<file path="src/rtl/fb_slave_pkg.sv">
// Shared constants and types for the FreeDM-bus slave receive path.
// The receive state machine, the slot scheduler and the TX substitution
// path all use these segment lengths, so they live in one place.
package fb_slave_pkg;

  // Default nibble lengths of each receive segment
  localparam int NUMB_NIB_DEF       = 2;
  localparam int DELAY_NIB_DEF      = 4;
  localparam int DIST_NIB_DEF       = 8;
  localparam int DDIST_NIB_DEF      = 8;
  localparam int DATA_HDR_NIB_DEF   = 4;
  localparam int SLOT_HDR_NIB_DEF   = 1;
  localparam int SLAVE_DATA_NIB_DEF = 16;
  localparam int SLAVE_CRC_NIB_DEF  = 4;
  localparam int FRM_CRC_NIB_DEF    = 8;
  localparam int ABORT_NIB_DEF      = 8;

  localparam int SEG_CNT_W  = 16;
  localparam int SLOT_IDX_W = 8;

  // Which segment length the shared counter is compared against
  typedef enum logic [3:0] {
    SegNone,
    SegNumb,
    SegDelay,
    SegDist,
    SegDDist,
    SegHdr,
    SegSlaveData,
    SegSlaveCrc,
    SegFrmCrc
  } seg_sel_e;

  // Segment-boundary strobes handed to the receive state machine
  typedef struct packed {
    logic slaveIdStart;
    logic delayMeasStart;
    logic distStateEnd;
    logic delayDistStateEnd;
    logic slaveDataStart;
    logic slaveDataEnd;
    logic slaveCrcEnd;
    logic dataFrameEnd;
    logic frmCrcStateEnd;
  } seg_strobe_t;

endpackage

</file>
<file path="src/rtl/fb_seg_counter.sv">
// Saturating segment nibble counter with enable, synchronous clear and a
// terminal-compare flag.
// Ports:
//   MRxClk, Reset   clock, async active-high reset
//   En              advance by one (saturates at all-ones)
//   Clr             synchronous clear, wins over En
//   CmpLen          segment length; AtEnd is high when Cnt == CmpLen-1
//   Cnt             current count
//   AtEnd           terminal-compare flag (combinational)
module fb_seg_counter
  import fb_slave_pkg::*;
#(
  parameter int W = SEG_CNT_W
) (
  input  logic         MRxClk,
  input  logic         Reset,
  input  logic         En,
  input  logic         Clr,
  input  logic [W-1:0] CmpLen,
  output logic [W-1:0] Cnt,
  output logic         AtEnd
);

  always_ff @(posedge MRxClk or posedge Reset) begin
    if (Reset)                   Cnt <= '0;
    else if (Clr)                Cnt <= '0;
    else if (En && (Cnt != '1))  Cnt <= Cnt + W'(1);
  end

  assign AtEnd = (Cnt == (CmpLen - W'(1)));

endmodule

</file>
<file path="src/rtl/fb_slave_slot_sched.sv">
// Nibble-count and slot scheduler for the FreeDM-bus slave receive FSM.
// One shared segment counter times every receive segment; the compare
// length is selected by the active one-hot state. Produces the segment
// boundary strobes, tracks the slave slot on the wire, flags this node's
// own slot, and raises a one-cycle abort on a long MRxDV gap mid-frame.
// Ports:
//   MRxClk, Reset            clock, async active-high reset
//   MRxDV                    nibble valid
//   State*                   one-hot receive FSM state (StateSlaveData is a pair)
//   CfgSlaveNum, CfgMyID     slaves per frame (latched at preamble), own slot
//   SegCnt, SlaveIdx         nibbles elapsed in segment, current slot
//   SlaveIDStart..FrmCrcStateEnd  strobes to the receive FSM
//   IsLastSlave              current slot is the last one (valid with SlaveCrcEnd)
//   MySlot                   own slot data/CRC on the wire
//   RxAbort                  registered one-cycle abort pulse
module fb_slave_slot_sched
  import fb_slave_pkg::*;
#(
  parameter int NUMB_NIB       = NUMB_NIB_DEF,
  parameter int DELAY_NIB      = DELAY_NIB_DEF,
  parameter int DIST_NIB       = DIST_NIB_DEF,
  parameter int DDIST_NIB      = DDIST_NIB_DEF,
  parameter int DATA_HDR_NIB   = DATA_HDR_NIB_DEF,
  parameter int SLOT_HDR_NIB   = SLOT_HDR_NIB_DEF,
  parameter int SLAVE_DATA_NIB = SLAVE_DATA_NIB_DEF,
  parameter int SLAVE_CRC_NIB  = SLAVE_CRC_NIB_DEF,
  parameter int FRM_CRC_NIB    = FRM_CRC_NIB_DEF,
  parameter int ABORT_NIB      = ABORT_NIB_DEF
) (
  input  logic                  MRxClk,
  input  logic                  Reset,
  input  logic                  MRxDV,
  input  logic                  StateIdle,
  input  logic                  StateFFS,
  input  logic                  StatePreamble,
  input  logic                  StateNumb,
  input  logic                  StateDelay,
  input  logic                  StateDist,
  input  logic                  StateDelayDist,
  input  logic                  StateData,
  input  logic [1:0]            StateSlaveData,
  input  logic                  StateSlaveCrc,
  input  logic                  StateFrmCrc,
  input  logic [7:0]            CfgSlaveNum,
  input  logic [7:0]            CfgMyID,
  output logic [SEG_CNT_W-1:0]  SegCnt,
  output logic [SLOT_IDX_W-1:0] SlaveIdx,
  output logic                  SlaveIDStart,
  output logic                  DelayMeasStart,
  output logic                  DistStateEnd,
  output logic                  DelayDistStateEnd,
  output logic                  SlaveDataStart,
  output logic                  SlaveDataEnd,
  output logic                  SlaveCrcEnd,
  output logic                  IsLastSlave,
  output logic                  DataFrameEnd,
  output logic                  FrmCrcStateEnd,
  output logic                  MySlot,
  output logic                  RxAbort
);

  localparam logic [SEG_CNT_W-1:0] ABORT_LAST = SEG_CNT_W'(ABORT_NIB - 1);

  logic [SLOT_IDX_W-1:0] numLat;
  logic                  firstVisit;
  logic                  aborted;
  logic [SEG_CNT_W-1:0]  abortCnt;

  logic                  slaveDataAny;
  logic                  activeState;
  logic                  noFrame;
  seg_sel_e              segSel;
  logic [SEG_CNT_W-1:0]  hdrLen;
  logic [SEG_CNT_W-1:0]  cmpLen;
  logic                  segAtEnd;
  logic                  live;
  seg_strobe_t           stb;
  logic                  segEn;
  logic                  segClr;

  assign slaveDataAny = |StateSlaveData;
  assign activeState  = StateNumb | StateDelay | StateDist | StateDelayDist |
                        StateData | slaveDataAny | StateSlaveCrc | StateFrmCrc;
  // Idle and start-of-frame search both mean no frame is in flight
  assign noFrame      = StateIdle | StateFFS;

  // The first data-state visit carries the frame header; later visits
  // are just the short per-slot header.
  assign hdrLen = firstVisit ? SEG_CNT_W'(DATA_HDR_NIB) : SEG_CNT_W'(SLOT_HDR_NIB);

  always_comb begin
    segSel = SegNone;
    if      (StateNumb)      segSel = SegNumb;
    else if (StateDelay)     segSel = SegDelay;
    else if (StateDist)      segSel = SegDist;
    else if (StateDelayDist) segSel = SegDDist;
    else if (StateData)      segSel = SegHdr;
    else if (slaveDataAny)   segSel = SegSlaveData;
    else if (StateSlaveCrc)  segSel = SegSlaveCrc;
    else if (StateFrmCrc)    segSel = SegFrmCrc;
  end

  always_comb begin
    cmpLen = '0;
    case (segSel)
      SegNumb:      cmpLen = SEG_CNT_W'(NUMB_NIB);
      SegDelay:     cmpLen = SEG_CNT_W'(DELAY_NIB);
      SegDist:      cmpLen = SEG_CNT_W'(DIST_NIB);
      SegDDist:     cmpLen = SEG_CNT_W'(DDIST_NIB);
      SegHdr:       cmpLen = hdrLen;
      SegSlaveData: cmpLen = SEG_CNT_W'(SLAVE_DATA_NIB);
      SegSlaveCrc:  cmpLen = SEG_CNT_W'(SLAVE_CRC_NIB);
      SegFrmCrc:    cmpLen = SEG_CNT_W'(FRM_CRC_NIB);
      default:      cmpLen = '0;
    endcase
  end

  // A stalled nibble or an aborted frame never produces a strobe
  assign live = MRxDV & ~aborted & segAtEnd;

  always_comb begin
    stb                   = '0;
    stb.slaveIdStart      = live & StateNumb;
    stb.delayMeasStart    = live & StateDelay;
    stb.distStateEnd      = live & StateDist;
    stb.delayDistStateEnd = live & StateDelayDist;
    stb.slaveDataStart    = live & StateData & (numLat != '0);
    stb.dataFrameEnd      = live & StateData & (numLat == '0);
    // Both halves of the slave-data pair share one segment; only the
    // second half can close it.
    stb.slaveDataEnd      = live & StateSlaveData[1];
    stb.slaveCrcEnd       = live & StateSlaveCrc;
    stb.frmCrcStateEnd    = live & StateFrmCrc;
  end

  assign segEn  = MRxDV & activeState & ~aborted;
  assign segClr = StatePreamble | (|stb);

  fb_seg_counter #(.W(SEG_CNT_W)) u_segCnt (
    .MRxClk (MRxClk),
    .Reset  (Reset),
    .En     (segEn),
    .Clr    (segClr),
    .CmpLen (cmpLen),
    .Cnt    (SegCnt),
    .AtEnd  (segAtEnd)
  );

  assign SlaveIDStart      = stb.slaveIdStart;
  assign DelayMeasStart    = stb.delayMeasStart;
  assign DistStateEnd      = stb.distStateEnd;
  assign DelayDistStateEnd = stb.delayDistStateEnd;
  assign SlaveDataStart    = stb.slaveDataStart;
  assign SlaveDataEnd      = stb.slaveDataEnd;
  assign SlaveCrcEnd       = stb.slaveCrcEnd;
  assign DataFrameEnd      = stb.dataFrameEnd;
  assign FrmCrcStateEnd    = stb.frmCrcStateEnd;

  // Meaningless when numLat is 0 (compares against 255); only sampled
  // together with SlaveCrcEnd, which cannot occur in a zero-slave frame.
  assign IsLastSlave = (SlaveIdx == (numLat - SLOT_IDX_W'(1)));
  assign MySlot      = (slaveDataAny | StateSlaveCrc) & (SlaveIdx == CfgMyID);

  // Slave count is latched per frame so a config change mid-frame cannot
  // move the frame end. Preamble wins over any (illegal) overlapping state.
  always_ff @(posedge MRxClk or posedge Reset) begin
    if (Reset) begin
      numLat     <= '0;
      SlaveIdx   <= '0;
      firstVisit <= 1'b1;
    end else if (StatePreamble) begin
      numLat     <= CfgSlaveNum;
      SlaveIdx   <= '0;
      firstVisit <= 1'b1;
    end else begin
      if (stb.slaveDataStart)
        firstVisit <= 1'b0;
      if (stb.slaveCrcEnd && !IsLastSlave)
        SlaveIdx <= SlaveIdx + SLOT_IDX_W'(1);
    end
  end

  // Gap watchdog: counts consecutive stalled nibbles inside a frame and
  // pulses RxAbort once when the count lands on ABORT_NIB-1. After that
  // everything is frozen until the next preamble.
  always_ff @(posedge MRxClk or posedge Reset) begin
    if (Reset) begin
      abortCnt <= '0;
      RxAbort  <= 1'b0;
      aborted  <= 1'b0;
    end else begin
      RxAbort <= 1'b0;
      if (StatePreamble) begin
        abortCnt <= '0;
        aborted  <= 1'b0;
      end else if (MRxDV || noFrame) begin
        abortCnt <= '0;
      end else if (activeState && !aborted && (abortCnt != ABORT_LAST)) begin
        abortCnt <= abortCnt + SEG_CNT_W'(1);
        if ((abortCnt + SEG_CNT_W'(1)) == ABORT_LAST) begin
          RxAbort <= 1'b1;
          aborted <= 1'b1;
        end
      end
    end
  end

endmodule

</file>
<file path="config.mk">
export PLATFORM = sky130hd
export DESIGN_NAME = fb_slave_slot_sched
export DESIGN_NICKNAME = d
export VERILOG_FILES = /design/src/rtl/fb_slave_pkg.sv /design/src/rtl/fb_seg_counter.sv /design/src/rtl/fb_slave_slot_sched.sv
export SDC_FILE = /design/constraint.sdc
export NUM_CORES = 1
export LEC_CHECK = 0
export ABC_CLOCK_PERIOD_IN_PS = 3800
export BUFFER_PORTS_ARGS = -buffer_cell sky130_fd_sc_hd__buf_2
export CORE_MARGIN = 5
export CORE_UTILIZATION = 25
export CTS_CLUSTER_SIZE = 16
export DETAILED_ROUTE_END_ITERATION = 12
export SYNTH_ARGS = -nofsm -noshare
export SYNTH_HDL_FRONTEND = slang
export SYNTH_SLANG_ARGS = --single-unit
</file>
<file path="constraint.sdc">
create_clock -name MRxClk -period 3.8 [get_ports MRxClk]
set_input_delay 0.38 -clock MRxClk [delete_from_list [all_inputs] [get_ports MRxClk]]
set_output_delay 0.38 -clock MRxClk [all_outputs]
set_load 0.02 [all_outputs]
</file>
==> out/qor.csv <==
metric,value,unit
internal power,0.000920,W
total CTS buffers,5,
CTS Sinks,51,
CORE AREA,13700,µm²
Synth Register Bits,51,
CTS HTree Levels,2,
# port buffers,66,
PostCTS Resize Cnt,0,
Final WS setup,221,ps
Comb pwr share,0.109,
YS warnings,0,
post-DP HPWL,6800,µm
worst-case clock buffer depth,2,
Die Ht,127,µm
worst hold path type,in2async,
layout overhead on the synthesized area,19.1,%
clk_lat worst skew,290,ps
Seq pwr share,0.469,
Worst setup SP type,input pin,
# Max-Cap Violations,0,
CP arrival,3200,ps
status,"finished, final reports clean",
Synth Instances,376,
initial antenna violation count,0,
antenna diode count,0,
largest fanout on the critical path,10,
layout cells sized above 1,0.227,
vias in the first global route,3007,
worst-margin pin slew,666,ps
min cycle time layout,3580,ps
1st-pass router iterations,4,
Vias,2970,
Starting Density,0.251,
largest net degree at the start of global routing,37,
die width,127,µm
Yosys top cell by area,dfrtp_1,
gr usage total,0.110,
switching pwr,0.000297,W
Pwr Density,296,nW/µm²
Hold Fails Final Rpt,0,
vias per cell,4.78,
final WL,8820,µm
Sw Ratio,0.244,
"Setup Fix Bufs, Post-CTS",0,
unrepaired setup endpoints after global routing,no,
fin. max-slew vios,0,
Final setup viols,0,
mean post-synth cell area,9.17,µm²
sequential cell area fraction in the yosys report,0.370,
Wirelength per Cell,14.2,µm
worst slack at placement,259,ps
WP data required,3420,ps
Final period util,0.942,
final core utilization,0.299,
critical path capture point type,primary output,
"EDFF count, synth",0,
clock power share,0.421,
Clock Skews,12.1,ps
post-route ant nets,0,
Final GP Congestion,0.899,
synth top area cells,"dfrtp_1 36%, xor2_1 8.1%, nor2_1 5.1%",
die area,16200,µm²
CTS tree,yes,
row count,43,
WS Path Type,in2out,
Peak VDD IR,0.234,mV
global-route wire length before repair,14700,µm
detailed-route DRC error count,0,
post-synth net total,413,
CTS hold repair buffers,0,
Cell variety after synth,66,
DRT iter0 DRCs,161,
fmax,279,MHz
area share of the largest cell type after synthesis,0.363,
Post-synth ARST share,1.00,
LEAKAGE,1.86,nW
final net count,477,
Worst slew margin,0.555,
Netlist Area Pre-Place,3450,µm²
clk slew on worst S/H paths,70,ps
I/O pins,67,
final setup TNS,0,ps
GR Overflow Total,0,
clock root cell,clkbuf_16,
Post-synth top flop,dfrtp_1,
-- worst paths after layout --
check	depth (start not counted)	slack, ps	endpoint	start
max in group asynchronous	3	2860	firstVisit	Reset
worst min register to register	2	560	aborted	aborted
worst max register to register	9	960	SlaveIdx[5]	firstVisit
worst min-delay path	2	110	abortCnt[0]	Reset
worst max-delay path	10	220	SlaveDataStart	StateDelayDist
min in group MRxClk	3	300	numLat[1]	CfgSlaveNum[1]
-- stage by stage --
stage | area [µm²] | total power (W) | hold WS [ps] | cells
2_1_floorplan | 3450 | 0.000667 | 497 | 376
3_3_place_gp | 3940 | 0.000711 | 432 | 613
3_5_place_dp | 3940 | 0.000716 | 437 | 613
4_1_cts | 4110 | 0.00124 | 123 | 621
5_1_grt | 4110 | 0.00127 | 153 | 621
6_report | 4110 | 0.00122 | 108 | 621
-- synth_stat cells, types with 3 or more instances --
library cell and number:
a211oi_1 3, a21oi_1 9, and2_1 14, and3_1 9, and4_1 3, clkbuf_1 6
clkbuf_8 3, dfrtp_1 50, ha_1 6, inv_1 11, mux2_1 3, mux2_2 5
mux2i_1 5, nand2_1 25, nand3_1 18, nand3b_1 5, nand4_1 16, nor2_1 47
nor3_1 9, nor4_1 8, o211ai_1 5, o21ai_0 11, or3_1 3, or4_1 3
xnor2_1 17, xor2_1 32
-- cells in the final DEF (no fill, tap or decap), types with 6 or more instances in the layout --
| cell type | n |
|---|---|
| xnor2_1 | 17 |
| xor2_1 | 32 |
| inv_1 | 10 |
| nand4_1 | 16 |
| and3_1 | 9 |
| a21oi_1 | 9 |
| nor2_1 | 47 |
| nor3_1 | 9 |
| o21ai_0 | 11 |
| ha_1 | 6 |
| dfrtp_1 | 50 |
| buf_2 | 66 |
| nand3_1 | 18 |
| nor4_1 | 8 |
| and2_1 | 14 |
| nand2_1 | 25 |
-- cell type report --
class	count	area, µm²
Fill cell	1444	9610
Clock buffer	5	125
Tap cell	180	225
Timing Repair Buffer	70	360
Clock inverter	3	43.8
Sequential cell	51	1280
Inverter	11	41.3
Multi-Input combinational cell	301	2030
-- power by group through the flow --
| stage | clock (W) | combinational, W | sequential (W) |
|---|---|---|---|
| 2_1_floorplan | 0 | 0.0000878 | 0.000580 |
| 3_3_place_gp | 0 | 0.000131 | 0.000581 |
| 3_5_place_dp | 0 | 0.000134 | 0.000582 |
| 4_1_cts | 0.000533 | 0.000135 | 0.000571 |
| 5_1_grt | 0.000546 | 0.000150 | 0.000574 |
| 6_report | 0.000512 | 0.000133 | 0.000571 |
-- flip-flops by register name, indices dropped and copies added, names as in the netlist --
name / count
SlaveIdx: 8
firstVisit: 1
u_segCnt.Cnt: 16
aborted: 1
numLat: 8
abortCnt: 16
RxAbort: 1
-- critical path, stage by stage --
cell,delay [ps]
buf_2,130
or3b_1,430
nand3b_4,200
ha_1,220
xnor2_1,350
nand3_1,140
a311o_1,390
a211oi_2,530
and3b_1,260
buf_2,170
-- routing by layer --
layer / wire length [µm] / GRT usage
met3: 542 / 0.0297
met4: 91 / 0.0240
met1: 3710 / 0.129
met5: 0 / 0
met2: 4470 / 0.200
-- kinds of logic (layout without fill, tap and decap cells) --
logic type,count (synthesis),after routing,synth area share
buffers and inverters,24,89,0.0395
AOI/OAI and AO/OA,49,49,0.107
muxes,13,13,0.0406
and+or+nand+nor,183,183,0.292
DFF,51,51,0.370
adders and majority gates,6,6,0.0218
xor gates and xnor gates,50,50,0.129
No activity file was read; power rests on OpenSTA's default activity.
